File: src/rtl/controller_pkg.sv
// ---------------------------------------------------------------------------
// controller_pkg
//   Shared definitions for the serial controller link: button bit positions,
//   responder state encodings and the default frame width.
// Revision: 1.0
// ---------------------------------------------------------------------------
`default_nettype none

package controller_pkg;

  localparam int DEFAULT_NUM_BITS = 8;

  localparam int BTN_A     = 0;
  localparam int BTN_B     = 1;
  localparam int BTN_SEL   = 2;
  localparam int BTN_START = 3;
  localparam int BTN_UP    = 4;
  localparam int BTN_DOWN  = 5;
  localparam int BTN_LEFT  = 6;
  localparam int BTN_RIGHT = 7;

  typedef enum logic [1:0] {
    IDLE  = 2'd0,
    LOAD  = 2'd1,
    SHIFT = 2'd2,
    DONE  = 2'd3
  } ctrl_state_t;

endpackage

`default_nettype wire

File: src/rtl/sync_edge.sv
// ---------------------------------------------------------------------------
// sync_edge
//   Multi-flop synchroniser for an asynchronous level, followed by one more
//   flop so rising/falling edges of the synchronised copy become 1-cycle
//   strobes.
// Revision: 1.0
// ---------------------------------------------------------------------------
`default_nettype none

module sync_edge #(
  parameter int STAGES = 2
) (
  input  logic clk,
  input  logic rst_n,
  input  logic d,
  output logic rise,
  output logic fall
);

  logic [STAGES-1:0] chain;
  logic              prev;

  // Shift the async input through the synchroniser and keep a delayed copy.
  always_ff @(posedge clk or negedge rst_n) begin
    if (!rst_n) begin
      chain <= '0;
      prev  <= 1'b0;
    end else begin
      chain <= {chain[STAGES-2:0], d};
      prev  <= chain[STAGES-1];
    end
  end

  assign rise = chain[STAGES-1] & ~prev;
  assign fall = ~chain[STAGES-1] & prev;

endmodule

`default_nettype wire

File: src/rtl/controller_responder.sv
// ---------------------------------------------------------------------------
// controller_responder
//   Device-side emulation of a pad's parallel-in/serial-out register. LATCH
//   loads the button vector (transparently while high), each PULSE rising
//   edge shifts one bit out on the active-low DATA line.
//   Optional feature macro: CTRL_TURBO_EN (turbo auto-fire on A and B).
// Revision: 1.0
// ---------------------------------------------------------------------------
`default_nettype none

module controller_responder
  import controller_pkg::*;
#(
  parameter int NUM_BITS     = DEFAULT_NUM_BITS,
  parameter int SYNC_STAGES  = 2,
  parameter int TURBO_PERIOD = 4
) (
  input  logic                I_CLK_33MHZ,
  input  logic                I_RESET_N,
  input  logic                I_LATCH,
  input  logic                I_PULSE,
  input  logic [NUM_BITS-1:0] I_BUTTONS,
  input  logic [1:0]          I_TURBO,
  output logic                O_DATA,
  output logic                O_POLL,
  output logic                O_DONE
);

  localparam int CW = $clog2(NUM_BITS + 1);

  logic                latch_rise;
  logic                latch_fall;
  logic                pulse_rise;
  logic                pulse_fall_unused;
  logic [NUM_BITS-1:0] load_val;
  logic [NUM_BITS-1:0] sreg;
  logic [CW-1:0]       count;
  ctrl_state_t         state;

  sync_edge #(.STAGES(SYNC_STAGES)) u_latch_sync (
    .clk   (I_CLK_33MHZ),
    .rst_n (I_RESET_N),
    .d     (I_LATCH),
    .rise  (latch_rise),
    .fall  (latch_fall)
  );

  sync_edge #(.STAGES(SYNC_STAGES)) u_pulse_sync (
    .clk   (I_CLK_33MHZ),
    .rst_n (I_RESET_N),
    .d     (I_PULSE),
    .rise  (pulse_rise),
    .fall  (pulse_fall_unused)
  );

`ifdef CTRL_TURBO_EN
  localparam int TCW = $clog2(TURBO_PERIOD + 1);

  logic [TCW-1:0] latch_cnt;
  logic           phase;

  // Count latch rises; the phase flips as the first latch of each new group
  // of TURBO_PERIOD arrives, so every group sees one constant phase.
  always_ff @(posedge I_CLK_33MHZ or negedge I_RESET_N) begin
    if (!I_RESET_N) begin
      latch_cnt <= '0;
      phase     <= 1'b0;
    end else if (latch_rise) begin
      if (latch_cnt == TCW'(TURBO_PERIOD)) begin
        latch_cnt <= TCW'(1);
        phase     <= ~phase;
      end else begin
        latch_cnt <= latch_cnt + 1'b1;
      end
    end
  end

  // Turbo-requested buttons only read pressed during the active phase.
  always_comb begin
    load_val        = I_BUTTONS;
    load_val[BTN_A] = I_BUTTONS[BTN_A] & (~I_TURBO[0] | phase);
    load_val[BTN_B] = I_BUTTONS[BTN_B] & (~I_TURBO[1] | phase);
  end
`else
  logic unused_turbo;

  assign unused_turbo = ^I_TURBO;
  assign load_val     = I_BUTTONS;
`endif

  // Read sequencer: a latch rise restarts the read from any state and wins
  // over a pulse edge seen in the same cycle.
  always_ff @(posedge I_CLK_33MHZ or negedge I_RESET_N) begin
    if (!I_RESET_N) begin
      state  <= IDLE;
      sreg   <= '0;
      count  <= '0;
      O_DATA <= 1'b1;
      O_POLL <= 1'b0;
      O_DONE <= 1'b0;
    end else begin
      O_POLL <= 1'b0;
      if (latch_rise) begin
        state  <= LOAD;
        sreg   <= load_val;
        count  <= '0;
        O_DONE <= 1'b0;
        O_DATA <= ~load_val[0];
      end else begin
        case (state)
          IDLE: begin
            O_DATA <= 1'b1;
          end
          LOAD: begin
            sreg   <= load_val;
            count  <= '0;
            O_DATA <= ~load_val[0];
            if (latch_fall) begin
              state  <= SHIFT;
              O_POLL <= 1'b1;
            end
          end
          SHIFT: begin
            if (pulse_rise) begin
              sreg <= sreg >> 1;
              if (count == CW'(NUM_BITS - 1)) begin
                count  <= CW'(NUM_BITS);
                state  <= DONE;
                O_DONE <= 1'b1;
                O_DATA <= 1'b0;
              end else begin
                count  <= count + 1'b1;
                O_DATA <= ~sreg[1];
              end
            end
          end
          DONE: begin
            O_DONE <= 1'b1;
            O_DATA <= 1'b0;
          end
          default: begin
            state <= IDLE;
          end
        endcase
      end
    end
  end

endmodule

`default_nettype wire
File: config.mk
export PLATFORM = sky130hd
export DESIGN_NAME = controller_responder
export DESIGN_NICKNAME = d
export VERILOG_FILES = /design/src/rtl/controller_pkg.sv /design/src/rtl/sync_edge.sv /design/src/rtl/controller_responder.sv
export SDC_FILE = /design/constraint.sdc
export NUM_CORES = 1
export LEC_CHECK = 0
export CAP_MARGIN = 20
export CORE_MARGIN = 4
export CORE_UTILIZATION = 40
export CTS_CLUSTER_DIAMETER = 120
export DETAILED_ROUTE_END_ITERATION = 8
export GPL_TIMING_DRIVEN = 0
export PLACE_DENSITY = 0.67
export RECOVER_POWER = 25
export SYNTH_ARGS = -nofsm -noshare
export SYNTH_HDL_FRONTEND = slang
export SYNTH_HIERARCHICAL = 1
export SYNTH_SLANG_ARGS = --single-unit
File: constraint.sdc
create_clock -name I_CLK_33MHZ -period 1.63 [get_ports I_CLK_33MHZ]
set_clock_uncertainty 0.15 [all_clocks]
set_input_delay 0.163 -clock I_CLK_33MHZ [delete_from_list [all_inputs] [get_ports I_CLK_33MHZ]]
set_output_delay 0.163 -clock I_CLK_33MHZ [all_outputs]
set_load 0.01 [all_outputs]
==> metrics.cfg, run 1 <==
[drt]
via_per_inst=5.01
ant_nets=0
vias=737
drt_pre_antenna_iters=4
drt_iter0_drc=8
wl_per_cell_um=12.3
wl_met2_um=816
drc_errors=0
wl_met3_um=89
m1WireLength_um=867
wirelength_um=1810
dr.max_layer_used=met4

[layout]
num_antenna_cells=0
area_delta_synth_final_pct=36.2
postLayoutCoreUtil_pct=59.3
drive_gt1_share_pct=26.1
layoutNonFillerInstCount=147
final_nets=135

[logic_synthesis]
avgSynthCellArea_um2=11.1
netlist_instances=90
synth_area_um2=1000
yosys_warnings=6
syn_nets=105

[setup_path]
max_stage_delay_ns=0.40
worstPathMaxFanout=7
critPathRequiredTime_ns=1.67
r2r_start=u_latch_sync/chain[1]
startpoint=u_latch_sync/chain[1]
start_kind=flip-flop
crit_path_end_kind=flip-flop
rr_endpoint=sreg[1]
r2r_slack_ns=0.0001
criticalPathCategory=flip-flop to flip-flop
cp_slowest_cell=dfrtp_1
ff2ff_path_depth=7
critPathTopFamily=simple AND/OR/NAND/NOR gates
critPathBufInv=2
crit_arrival_ns=1.67
crit_chain=nor2b_4 -> buf_6 -> nand2b_4 -> nor2_4 -> buf_12 -> mux2i_1 -> o21ai_1

[hold_path]
worstHoldEndpoint=u_pulse_sync/chain[1]
min_from=u_pulse_sync/chain[0]
hold_path_depth=0
worstHoldPathType=flip-flop to flip-flop

[clock_network]
cts_num_sinks=22
cts_made_buffers=3
clk_pin_slew_ns=0.12
cts_max_path_buffers=2
root_buffer=clkbuf_4
htreeDepth=1
clk_latency_ns=0.30
cts_tree=done

[die]
core_mm2=0.00230
num_rows=17
dieArea_mm2=0.00336
chipWidth_um=58.0
dieHeight_um=58.0
ioPinCount=17
initial_core_util_pct=43.5

[placed_design]
io_buffers=14
place_congestion=0.823
place_inst=132
dp_hpwl_um=1210

[status]
status=completed

[global_routing]
overflow=0
grt_start_max_net_pins=23
grt_first_pass_wirelength_um=2880
first_global_vias=671
track_usage_pct=11.3
grt_antenna_before_repair=0

[timing]
hold_viol=0
slew_headroom_pct=81.6
setup_viol=0
rsz0062_at_grt=true
final_max_slew_viol_count=0
tightest_slew_ns=0.272
fmax_mhz=614
layout_min_cycle_time_ns=1.63
post-route-period-util_pct=100

[power]
max-vdd-ir-drop_v=0.000684
p_leak_uw=0.000595
p_per_area_mw_per_mm2=961

[job]
drv_cap=0

[registers in the layout, summed over array words and instances, names as in the netlist, 2 cells and up]
register	cells
count	4
sreg	7
state	2
u_latch_sync/chain	2
u_pulse_sync/chain	2
[what timing repair did]
action                     4_1_cts  5_1_grt
gates resized for setup          2       10
pin swaps                        2        1
hold buffers                     0        1
setup endpoints to repair       10       11
cloned                           0        1
setup buffers                    5        3
hold endpoints to repair         0        1
[worst max-delay path by stage]
| stage | endpoint | slack, ns | cells past startpoint |
|---|---|---|---|
| final | sreg[1] | 0.0001 | 7 |
| after global routing | sreg[6] | -0.05 | 7 |
| after CTS | sreg[1] | 0.0004 | 7 |
| after detailed placement | count[0] | -0.08 | 6 |
| after global placement | sreg[1] | -0.05 | 6 |
| after floorplan | count[0] | 0.07 | 6 |
[stage by stage]
| step | setup TNS (ns) | total power [uW] | worst slack, ns | hold slack (ns) | cell area [um2] |
|---|---|---|---|---|---|
| 6_report | 0 | 1310 | 0.0000975 | 0.213 | 1360 |
| 5_1_grt | -0.210 | 1380 | -0.0476 | 0.217 | 1360 |
| 4_1_cts | 0 | 1290 | 0.000404 | 0.122 | 1260 |
| 3_5_place_dp | -0.414 | 961 | -0.0812 | 0.186 | 1170 |
| 3_3_place_gp | -0.214 | 954 | -0.0499 | 0.183 | 1170 |
| 2_1_floorplan | 0 | 856 | 0.0738 | -0.283 | 1000 |
[power breakdown]
group | leakage, uW | internal [uW] | switching (uW)
logic | 0.000302 | 184 | 150
registers | 0.000272 | 626 | 48.9
clock network | 0.0000210 | 136 | 164
[cells in the final DEF, fill, tap and decap left out, types with 2 or more instances in the layout]
cell,n
o21ai_0,3
a21oi_1,4
buf_6,2
nor3_1,3
dfrtp_1,20
clkbuf_4,3
buf_4,7
dlygate4sd3_1,3
nand2_1,12
mux2i_1,6
nor2_1,4
inv_1,4
nor2b_2,2
o21ai_1,6
clkdlybuf4s50_1,11
[routing by layer]
metal  up-vias  global-route usage (%)
li1        369                       -
met1       349                    14.7
met2        15                    17.9
met3         4                    2.00
met4         0                    5.96
met5         -                       0
[layout make-up]
| cell class | instances | area, um2 |
|---|---|---|
| timing repair buffer | 25 | 274 |
| buffer | 3 | 27.5 |
| multi-input combinational | 61 | 420 |
| inverter | 4 | 15.0 |
| tap | 28 | 35.0 |
| fill | 189 | 936 |
| clock buffer | 4 | 36.3 |
| sequential | 22 | 553 |
Note: power is estimated with default switching activity, not from simulation.
==> run 2, diff against run 1 <==
--- a/config.mk
+++ b/config.mk
@@ -10,6 +10,7 @@
 export CORE_UTILIZATION = 40
 export CTS_CLUSTER_DIAMETER = 120
 export DETAILED_ROUTE_END_ITERATION = 8
+export GPL_ROUTABILITY_DRIVEN = 0
 export GPL_TIMING_DRIVEN = 0
 export PLACE_DENSITY = 0.67
 export RECOVER_POWER = 25
==> results of run 2 <==
Final layout, timing and power as in run 1 (identical DEF).
==> RTL edit 1, RTL diff (config.mk and constraints of run 2) <==
Encoding of `ctrl_state_t`: now one-hot (4 bits for 4 states).
--- a/src/rtl/controller_pkg.sv
+++ b/src/rtl/controller_pkg.sv
@@ -21,7 +21,7 @@
 
-  typedef enum logic [1:0] {
-    IDLE  = 2'd0,
-    LOAD  = 2'd1,
-    SHIFT = 2'd2,
-    DONE  = 2'd3
+  typedef enum logic [3:0] {
+    IDLE  = 4'b0001,
+    LOAD  = 4'b0010,
+    SHIFT = 4'b0100,
+    DONE  = 4'b1000
   } ctrl_state_t;
Formal check against the unedited RTL: no difference found for any inputs over 10 cycles, from zero or initial values and one cycle with I_RESET_N low; not proved beyond that.
==> RTL edit 1 against run 2 <==
The flow now finishes with violations (negative setup slack); design area is 17% higher; setup slack lost 0.11 ns; sequential cell count increased by 2; count of clock-buffer cells in the layout down 1; wire length up 37%; power rose by 1.4%; synthesized cell count up 7.8%; area after synthesis up 19%.
==> RTL edit 1: results (changes against run 2) <==
Outcome
  • Failing checks: negative setup slack
  • Status: finished, violations left (was completed)

Global route
  • First-pass GRT wire length: 4270 µm (was 2880 µm)
  • Initial antenna violation count: 0 (unchanged)
  • Vias in the first global route: 922 (was 671)
  • Largest net degree at the start of global routing: 25 (was 23)
  • GRT Util Overall: 13.8% (was 11.3%)

Critical path
  • Slowest stage delay, CP: 0.40 ns (about the same)
  • Crit-path leading delay family: flip-flops (was simple AND/OR/NAND/NOR gates)
  • Slowest CP cell: dfrtp_1 (unchanged)
  • Largest fanout on the critical path: 7 (unchanged)
  • CP arrival: 1.80 ns (was 1.67 ns)

Drt
  • Via/cell ratio: 5.50 (was 5.01)
  • 1st-iter DRT viols: 23 (was 8)
  • DR WL/cell: 15.6 µm (was 12.3 µm)
  • Pre-antenna DRT Iters: 4 (unchanged)

Worst hold path
  • Type of the most critical hold path: input port to asynchronous set/reset pin (was flip-flop to flip-flop)

Final layout
  • Biggest regs: sreg (7), count (4), state (4) (was sreg (7), count (4))
  • Layout cells sized above 1: 41.4% (was 26.1%)
  • Fin util: 56.6% (was 59.3%)
  • Post-route insts no fill: 159 (was 147)
  • Diode count: 0 (unchanged)
  • FILL cells: 238 (was 189)

Clocking
  • Root Driver: clkbuf_4 (unchanged)
  • Worst-Skew Late Latency: 0.31 ns
  • CTS H-tree lvls: 1 (unchanged)
  • TritonCTS buffer count: 3 (unchanged)
  • Reg clk slew, reported paths: 0.14 ns (was 0.12 ns)
  • Clock tree buffer depth: 2 (unchanged)

Place
  • Post-placement cell area: 0.00139 mm² (was 0.00117 mm²)
  • Post-DP HPWL: 1560 µm (was 1210 µm)
  • Placed instance count: 142 (was 132)
  • Pre-CTS setup slack: -0.299 ns (was -0.0812 ns)
  • IO buf count: 14 (unchanged)

Yosys
  • Post-Syn Instances: 97 (was 90)
  • Net Count, Synth: 112 (was 105)
  • Syn. warnings: 6 (unchanged)

Pwr
  • Max IR drop VDD: 0.550 mV (was 0.684 mV)
  • P_leak: 0.714 nW (was 0.595 nW)

Timing
  • PnR worst setup slack: -0.109 ns (was 0.0000975 ns)
  • Slew @ Worst Pin: 0.605 ns (was 0.272 ns)
  • # setup viols final: 11 (was 0)
==> RTL edit 1: power breakdown <==
part	switching, mW	internal (mW)	leakage, nW
clock network	0.180	0.249	0.0279
logic	0.0874	0.134	0.388
registers	0.0295	0.648	0.298
==> RTL edit 1: final timing paths <==
path | start | end | slack [ns] | depth (start not counted)
max in group asynchronous | I_RESET_N | count[2] | 0.70 | 2
hold / removal | I_RESET_N | sreg[6] | 0.13 | 1
hold reg to reg | u_pulse_sync/chain[0] | u_pulse_sync/chain[1] | 0.22 | 0
setup / recovery | state[1] | count[0] | -0.11 | 6
min in group I_CLK_33MHZ | u_pulse_sync/chain[0] | u_pulse_sync/chain[1] | 0.22 | 0
setup reg to reg | state[1] | count[0] | -0.11 | 6
==> RTL edit 1: layout make-up <==
class	instances	share of cell area, %
clock inverters	1	1.89
inverters	4	0.946
plain buffers	4	2.84
flip-flops and latches	24	38.0
repair buffers	28	16.3
clock buffers	3	1.42
well taps	31	2.44
multi-input cells	64	36.2
==> RTL edit 1: per-layer routing <==
| metal | wire length (µm) | GRT usage (%) | vias up |
|---|---|---|---|
| met1 | 1040 | 15.4 | 440 |
| met2 | 1290 | 24.6 | 19 |
| met3 | 94 | 2.88 | 6 |
| met5 | 0 | 0 | - |
| met4 | 52 | 7.16 | 0 |
| li1 | - | - | 409 |
==> RTL edit 1: through the flow <==
step / setup TNS (ns) / hold slack, ns
CTS: -0.733 / 0.106
global route: -1.55 / 0.140
floorplan: -0.964 / -0.283
detailed placement: -2.42 / 0.192
finish: -0.784 / 0.127
global placement: -2.23 / 0.181
==> RTL edit 1: repair_timing <==
item                       in CTS  in global routing
buffers inserted               10                  3
setup endpoints to repair      13                 13
resized for setup              11                  1
pin swaps                       7                  0
cloned                          1                  0
==> RTL edit 2, RTL diff (flow settings as in run 2) <==
Without the edit above. Set the parameter `SYNC_STAGES` to 4 (it was 2).
--- a/src/rtl/controller_responder.sv
+++ b/src/rtl/controller_responder.sv
@@ -14,3 +14,3 @@
   parameter int NUM_BITS     = DEFAULT_NUM_BITS,
-  parameter int SYNC_STAGES  = 2,
+  parameter int SYNC_STAGES  = 4,
   parameter int TURBO_PERIOD = 4
Behaviour: not the same (a bounded check fails within 4 cycles, from zero or initial values and one cycle with I_RESET_N low).
==> RTL edit 2 against run 2 <==
Area after synthesis rose by 10%; critical path depth is 2 lower; maximum frequency increased by 2.5%; sequential power grew 16%; wire length is 17% higher; power up 20%; setup slack improved by 0.040 ns; sequential cell count increased by 4; worst hold slack lost 0.14 ns; synthesized cell count grew 4.4%; count of clock-buffer cells in the layout decreased by 1; design area is 7.9% higher.
==> RTL edit 2: results (changes against run 2) <==
Critical path
  • CP arrival: 1.70 ns (was 1.67 ns)
  • WP data required: 1.74 ns (was 1.67 ns)
  • FF-to-FF End: O_DATA (was sreg[1])
  • Largest fanout on the critical path: 5 (was 7)
  • Slowest stage delay, CP: 0.45 ns (was 0.40 ns)
  • Register-to-register setup slack: 0.04 ns (was 0.0001 ns)

Place
  • Post-placement cell area: 0.00131 mm² (was 0.00117 mm²)
  • Pre-CTS setup slack: -0.107 ns (was -0.0812 ns)
  • Post-DP HPWL: 1410 µm (was 1210 µm)
  • Placed instance count: 139 (was 132)

Pwr
  • Switching share of power: 25.9% (was 27.7%)
  • P_seq: 0.785 mW (was 0.675 mW)
  • Clock power share: 28.1% (was 22.9%)
  • P_leak: 0.652 nW (was 0.595 nW)
  • PwrDens: 1070 mW/mm² (was 961 mW/mm²)
  • Max IR drop VDD: 0.687 mV (was 0.684 mV)

Global route
  • First-pass GRT wire length: 3510 µm (was 2880 µm)
  • GRT Util Overall: 12.8% (was 11.3%)
  • Vias in the first global route: 856 (was 671)

Outcome
  • Status: completed (unchanged)

Yosys
  • Post-Syn Instances: 94 (was 90)

Drt
  • DR WL/cell: 13.8 µm (was 12.3 µm)

Clocking
  • Worst-Skew Late Latency: 0.32 ns (was 0.30 ns)
  • Reg clk slew, reported paths: 0.15 ns (was 0.12 ns)

Final layout
  • Post-route insts no fill: 154 (was 147)
  • Layout cells sized above 1: 25.0% (was 26.1%)

Timing
  • Slew @ Worst Pin: 0.509 ns (was 0.272 ns)
[RTL edit 2: cell types whose count changed in the layout (fill, tap and decap cells not counted), sizes merged]
cell,change
bufinv,+1
dfrtp,+4
clkdlybuf4s50,-1
clkbuf,-2
buf,+3
[RTL edit 2: worst max-delay path: cells and delay by family (launching register included)]
kind                       cells  cell delay (ns)
and+or+nand+nor                2             0.14
AOI/OAI and AO/OA              2             0.53
DFF                            1             0.45
adders and majority gates      1             0.27
[RTL edit 2: timing repair]
action / CTS / global route
hold endpoints to repair: 0 / 0
gates cloned: 0 / 0
setup buffers: 10 / 2
resized for setup: 12 / 4
pin swaps: 4 / 3
endpoints found under the setup margin: 10 / 9
[RTL edit 2: metal layers]
metal / wire, µm / GRT usage (%) / share of wire [%]
met1: 918 / 15.5 / 43
met2: 1100 / 22.5 / 52
met3: 77 / 2.13 / 3.6
met4: 28 / 5.57 / 1.3
met5: 0 / 0 / 0
[RTL edit 2: cell type report]
| type | instances | share of cell area [%] |
|---|---|---|
| clock inverter | 1 | 2.04 |
| multi-input combinational | 61 | 28.6 |
| sequential | 26 | 44.4 |
| tap | 30 | 2.56 |
| buffer | 2 | 1.11 |
| inverter | 4 | 1.02 |
| timing repair buffer | 27 | 18.7 |
| clock buffer | 3 | 1.53 |
[RTL edit 2: worst min-delay path by stage]
stage                                      from               endpoint  slack, ns  depth (start not counted)
after floorplan                       I_RESET_N                 O_DONE      -0.28                          0
final                                 I_RESET_N  u_latch_sync/chain[0]       0.08                          1
after global routing                  I_RESET_N  u_latch_sync/chain[0]       0.11                          1
after global placement    u_latch_sync/chain[1]  u_latch_sync/chain[2]       0.18                          0
after detailed placement  u_pulse_sync/chain[2]  u_pulse_sync/chain[3]       0.19                          0
after CTS                             I_RESET_N  u_latch_sync/chain[0]      0.009                          1
